File: config.mk
export PLATFORM = sky130hd
export DESIGN_NAME = tx_link_arbiter
export DESIGN_NICKNAME = d
export VERILOG_FILES = /design/src/rtl/tx_link_arbiter.sv
export SDC_FILE = /design/constraint.sdc
export NUM_CORES = 1
export LEC_CHECK = 0
export CAP_MARGIN = 20
export CORE_AREA = 3 3 139 141
export CTS_BUF_LIST = sky130_fd_sc_hd__clkbuf_4
export CTS_CLUSTER_DIAMETER = 200
export CTS_CLUSTER_SIZE = 24
export DETAILED_ROUTE_END_ITERATION = 7
export DIE_AREA = 0 0 142 144
export PLACE_DENSITY = 0.78
export SYNTH_ARGS = -nofsm -noshare
export SYNTH_HDL_FRONTEND = slang
export SYNTH_SLANG_ARGS = --single-unit
File: constraint.sdc
create_clock -name clk -period 7.3 [get_ports clk]
set_input_delay 1.095 -clock clk [delete_from_list [all_inputs] [get_ports clk]]
set_output_delay 1.095 -clock clk [all_outputs]
set_load 0.005 [all_outputs]
File: src/rtl/tx_link_arbiter.sv
// Round-robin, credit-gated flit arbiter with packet lock and a one-entry output register.
// Optional statistics counters are built when TX_LINK_ARB_STATS_EN is defined.
module tx_link_arbiter #(
    parameter int NUM_VC      = 4,
    parameter int FLIT_W      = 64,
    parameter int MAX_CREDITS = 8,
    parameter int CRED_W      = $clog2(MAX_CREDITS + 1)
) (
    input  logic                       clk,
    input  logic                       n_rst,
    input  logic [NUM_VC-1:0]          req_valid,
    input  logic [NUM_VC-1:0]          req_last,
    input  logic [NUM_VC*FLIT_W-1:0]   req_flit,
    output logic [NUM_VC-1:0]          req_ready,
    output logic                       out_valid,
    output logic [FLIT_W-1:0]          out_flit,
    output logic [$clog2(NUM_VC)-1:0]  out_vc,
    input  logic                       out_ready,
    input  logic                       credit_ret_valid,
    input  logic [$clog2(NUM_VC)-1:0]  credit_ret_vc,
`ifdef TX_LINK_ARB_STATS_EN
    output logic [15:0]                stall_cnt,
    output logic [15:0]                pkt_cnt,
`endif
    output logic [NUM_VC*CRED_W-1:0]   credits
);

    localparam int VC_W = $clog2(NUM_VC);

    typedef enum logic {ST_IDLE, ST_LOCKED} state_t;

    state_t             r_state;
    logic [VC_W-1:0]    r_lock_vc;
    logic [VC_W-1:0]    r_rr_ptr;
    logic               r_out_valid;
    logic [FLIT_W-1:0]  r_out_flit;
    logic [VC_W-1:0]    r_out_vc;
    logic [CRED_W-1:0]  r_credit [NUM_VC];

    logic               w_load_en;
    logic [NUM_VC-1:0]  w_elig;
    logic               w_grant_vld;
    logic [VC_W-1:0]    w_winner;
    logic [VC_W-1:0]    w_next_ptr;
    logic [FLIT_W-1:0]  w_flit;
    logic [NUM_VC-1:0]  w_dec;
    logic [NUM_VC-1:0]  w_inc;
    int                 w_idx;

    assign w_load_en = !r_out_valid || out_ready;

    // NOTE: combinational blocks use blocking '=' with a default for every variable first, so no latch is inferred.
    always_comb begin
        w_elig      = '0;
        w_grant_vld = 1'b0;
        w_winner    = '0;
        w_idx       = 0;
        for (int i = 0; i < NUM_VC; i++)
            w_elig[i] = req_valid[i] && (r_credit[i] != '0);
        if (w_load_en) begin
            if (r_state == ST_LOCKED) begin
                if (w_elig[r_lock_vc]) begin
                    w_grant_vld = 1'b1;
                    w_winner    = r_lock_vc;
                end
            end else begin
                for (int k = 0; k < NUM_VC; k++) begin
                    w_idx = (int'(r_rr_ptr) + k) % NUM_VC;
                    if (!w_grant_vld && w_elig[w_idx]) begin
                        w_grant_vld = 1'b1;
                        w_winner    = VC_W'(w_idx);
                    end
                end
            end
        end
    end

    assign w_flit     = req_flit[w_winner*FLIT_W +: FLIT_W];
    assign w_next_ptr = (w_winner == VC_W'(NUM_VC - 1)) ? '0 : w_winner + 1'b1;

    always_comb begin
        req_ready = '0;
        w_dec     = '0;
        w_inc     = '0;
        if (w_grant_vld)
            req_ready[w_winner] = 1'b1;
        for (int i = 0; i < NUM_VC; i++) begin
            w_dec[i] = w_grant_vld && (w_winner == VC_W'(i));
            w_inc[i] = credit_ret_valid && (credit_ret_vc == VC_W'(i));
        end
    end

    // NOTE: the credit array is a handful of flops, not a RAM, so every entry takes the async reset.
    always_ff @(posedge clk or negedge n_rst) begin
        if (!n_rst) begin
            for (int i = 0; i < NUM_VC; i++)
                r_credit[i] <= CRED_W'(MAX_CREDITS);
        end else begin
            for (int i = 0; i < NUM_VC; i++) begin
                if (w_dec[i] && !w_inc[i])
                    r_credit[i] <= r_credit[i] - 1'b1;
                else if (w_inc[i] && !w_dec[i] && (r_credit[i] != CRED_W'(MAX_CREDITS)))
                    r_credit[i] <= r_credit[i] + 1'b1;
            end
        end
    end

    // Output stage holds its flit whenever the PHY back-pressures; the FSM only moves on a grant.
    always_ff @(posedge clk or negedge n_rst) begin
        if (!n_rst) begin
            r_state     <= ST_IDLE;
            r_lock_vc   <= '0;
            r_rr_ptr    <= '0;
            r_out_valid <= 1'b0;
            r_out_flit  <= '0;
            r_out_vc    <= '0;
        end else begin
            if (w_load_en) begin
                r_out_valid <= w_grant_vld;
                if (w_grant_vld) begin
                    r_out_flit <= w_flit;
                    r_out_vc   <= w_winner;
                end
            end
            case (r_state)
                ST_IDLE: begin
                    if (w_grant_vld) begin
                        r_rr_ptr <= w_next_ptr;
                        if (!req_last[w_winner]) begin
                            r_state   <= ST_LOCKED;
                            r_lock_vc <= w_winner;
                        end
                    end
                end
                ST_LOCKED: begin
                    if (w_grant_vld && req_last[w_winner])
                        r_state <= ST_IDLE;
                end
                default: r_state <= ST_IDLE;
            endcase
        end
    end

    assign out_valid = r_out_valid;
    assign out_flit  = r_out_flit;
    assign out_vc    = r_out_vc;

    always_comb begin
        credits = '0;
        for (int i = 0; i < NUM_VC; i++)
            credits[i*CRED_W +: CRED_W] = r_credit[i];
    end

`ifdef TX_LINK_ARB_STATS_EN
    logic [15:0] r_stall_cnt;
    logic [15:0] r_pkt_cnt;

    always_ff @(posedge clk or negedge n_rst) begin
        if (!n_rst) begin
            r_stall_cnt <= '0;
            r_pkt_cnt   <= '0;
        end else begin
            if (r_out_valid && !out_ready && (r_stall_cnt != 16'hFFFF))
                r_stall_cnt <= r_stall_cnt + 1'b1;
            if (w_grant_vld && req_last[w_winner])
                r_pkt_cnt <= r_pkt_cnt + 1'b1;
        end
    end

    assign stall_cnt = r_stall_cnt;
    assign pkt_cnt   = r_pkt_cnt;
`else
    // Statistics counters are not built in this configuration.
`endif

endmodule

==> metrics.md <==
| Metric | Value |
|---|---|
| Starting Density | 32.1% |
| Top routing layer used | met4 |
| Wire per inst | 18.8 µm |
| Critical Path AT | 4050 ps |
| Max-cap violations | 0 |
| Cts-stage hold buffer count | 0 |
| Gr ovfl total | 0 |
| Drt total wl | 21000 µm |
| Synthesized Nets | 836 |
| Root Driver | clkbuf_4 |
| CP dominant cell by count | clkdlybuf4s50_1 |
| Router iterations before antenna repair | 4 |
| Sequential area share after synthesis | 38.0% |
| Placed cell areas | 9530 µm² |
| Post-synth EDFFs | 0 |
| CTS clk-pin slew, worst paths | 120 ps |
| DR WL met2 | 10900 µm |
| Worst Path Required | 6200 ps |
| Share of cells above drive strength 1 | 6.87% |
| Core area | 18100 µm² |
| Setup Viol. Count Final | 0 |
| Hold Fails Final Rpt | 0 |
| CP Cell Sequence | clkdlybuf4s50_1 > o41ai_1 > o21a_1 > o2111ai_1 > nand3_4 > inv_2 > ha_1 > and3_1 > clkdlybuf4s50_1 |
| Clk sinks | 88 |
| Worst-skew pair later-pin latency | 440 ps |
| Setup TNS | 0 ps |
| Die H | 144 µm |
| Final period util | 70.5% |
| Port Buffers | 356 |
| Met1 wire length | 8470 µm |
| Bufs and invs on worst path | 3 |
| Post CTS Setup Buffer Count | 0 |
| Synth unique cells | 57 |
| Hold Crit Class | flip-flop to flip-flop |
| Pin count of the biggest net entering global routing | 61 |
| Slowest stage cell on the critical path | clkdlybuf4s50_1 |
| Mapped Cells | 550 |
| Startpoint types | input port |
| Synth warn | 0 |
| Tot GR Track Use | 19.4% |
| Main flop type after synthesis | dfrtp_1 |
| Final Skew | 26.6 ps |
| F_max | 0.194 GHz |
| Critical path peak fanout | 28 |
| Crit-path max cell delay | 540 ps |
| Cell Count, Final, Fillers Out | 1119 |
| Die Outline Area | 20400 µm² |
| Pins Over Slew Limit | 0 |
| Hold Startpoint | out_flit[21]$_DFFE_PN0P_ |
| Placed Instances | 1101 |
| Unrepaired setup endpoints after global routing | false |
| Synth async-reset ratio | 100% |
| Yosys reg bits | 88 |
| Slew headroom | 33.1% |
| Layout area overhead | 66.6% |
| Initial antenna violation count | 1 |
| Tot Pwr | 3.42 mW |
| H-tree Lvls | 3 |
| Vias | 5658 |
| Vias in the first global route | 5711 |
| Pleak | 4.36 nW |
| Worst slew pin tran | 1000 ps |
| CP top delay family | buffers and inverters |
| Critical path endpoint category | output pin |
| Die width | 142 µm |
| Final net count | 1169 |
| Max IR drop VDD | 184 µV |
| I/O pin count | 357 |
| Final min period | 5150 ps |
| Most frequent cells in the layout | clkdlybuf4s50_1, nand2_1, mux2i_1 |
| DRC | 0 |
| DRT antenna net count | 0 |
| DRT iter0 DRCs | 272 |
| Routed met3 length | 1360 µm |
| First-pass GRT wire length | 31200 µm |
| Post-Syn Area per Cell | 10.6 µm² |
| Netlist Area Pre-Place | 5800 µm² |
| CTS tree | done |
| FF-to-FF Start | credits[2]$_DFFE_PN0P_ |
| Setup crit start | req_valid[0] |
| Status | finished, final reports clean |
| Commonest non-fill, non-tap cell in the layout | clkdlybuf4s50_1 |
| Fin area | 9670 µm² |
| Drt via density | 5.06 |
| Longest Clk Path Bufs | 2 |
| Pwr/cell area | 354 nW/µm² |
| Inserted Clock Buffers | 9 |
| Resized cells post-CTS | 0 |
| Num rows | 49 |
| WS Path Type | input port to output pin |
| Placer Congestion | 0.822 |
| Dpl hpwl | 16500 µm |
==> through the flow <==
step	hold WS [ps]	setup WS [ps]	utilization, %
3_5_place_dp	463	2130	52.7
2_1_floorplan	470	3030	-
4_1_cts	493	2130	53.4
5_1_grt	515	1940	53.5
6_report	487	2150	53.5
3_3_place_gp	457	2210	52.6
==> layout make-up <==
type / instances / area [µm²]
clock inverters: 4 / 46.3
clock buffers: 12 / 90.1
diodes: 2 / 5.00
repair buffers: 362 / 3620
well taps: 229 / 287
fillers: 1600 / 8420
multi-input cells: 405 / 3350
inverters: 17 / 68.8
flip-flops and latches: 88 / 2210
==> final timing paths <==
check | to | slack (ps) | cells after the start
max | req_ready[1] | 2150 | 9
min | out_flit[21]$_DFFE_PN0P_ | 490 | 2
max reg2reg | credits[3]$_DFFE_PN1P_ | 3070 | 15
min reg2reg | out_flit[21]$_DFFE_PN0P_ | 490 | 2
max in group asynchronous | out_flit[33]$_DFFE_PN0P_ | 5630 | 2
min in group asynchronous | credits[5]$_DFFE_PN0P_ | 620 | 1
==> layer usage <==
| metal | vias to the layer above | global-route usage (%) |
|---|---|---|
| met5 | - | 0 |
| met4 | 0 | 4.34 |
| met3 | 19 | 5.46 |
| met2 | 214 | 33.5 |
| met1 | 2717 | 24.2 |
| li1 | 2708 | - |
==> state kept, by name (all words and copies together), names as in the netlist, named ones only <==
signal     cells
out_vc         2
r_lock_vc      2
out_flit      64
r_rr_ptr       2
credits       16
out_valid      1
==> power by group <==
group          switching [mW]  internal, mW  leakage [nW]
sequential              0.213         0.746          1.07
combinational            1.00          1.17          3.22
clock                   0.173         0.115        0.0750
total                    1.39          2.03          4.36
==> worst reg2reg max path, cell delays in order, from the launching register on <==
cell	delay, ps
dfrtp_1	460
o41ai_1	710
o22ai_1	160
or4_4	490
nand3_4	360
inv_2	200
ha_1	210
and3_1	200
nand2_1	160
inv_1	110
ha_1	290
a21o_1	170
a21oi_1	270
nor3_1	80
a211oi_1	240
a21oi_1	70
==> synthesized netlist by cell type (all sizes together), types with 3 or more instances <==
library cell / n / area share [%]
nand2: 129 / 8.3
mux2i: 89 / 15
dfrtp: 84 / 36
o221ai: 42 / 6.4
mux4: 24 / 9.6
clkbuf: 22 / 1.4
buf: 18 / 1.9
inv: 17 / 1.1
ha: 12 / 2.6
a21oi: 11 / 0.95
nor3: 10 / 0.86
a21o: 9 / 1.2
o21ai: 9 / 0.84
xnor2: 8 / 1.2
mux2: 6 / 1.2
a211oi: 4 / 0.52
and3: 4 / 0.43
dfstp: 4 / 1.8
fa: 4 / 1.4
nor4: 4 / 0.43
o41ai: 4 / 1.1
a211o: 3 / 0.45
nand2b: 3 / 0.32
nand4: 3 / 0.32
==> cells by family (layout without fill, tap and decap cells) <==
family                     count (synthesis)  in the layout  share of synthesized area, %
and+or+nand+nor                          166            166                          12.4
muxes                                    119            119                          26.2
AOI/OAI and AO/OA                         95             95                          13.6
DFF                                       88             88                          38.0
buffers and inverters                     57            395                          4.51
adders and majority gates                 16             16                          3.97
xor gates and xnor gates                   9              9                          1.36
other                                      0              2                             0
Note: power is estimated with default switching activity, not from simulation.
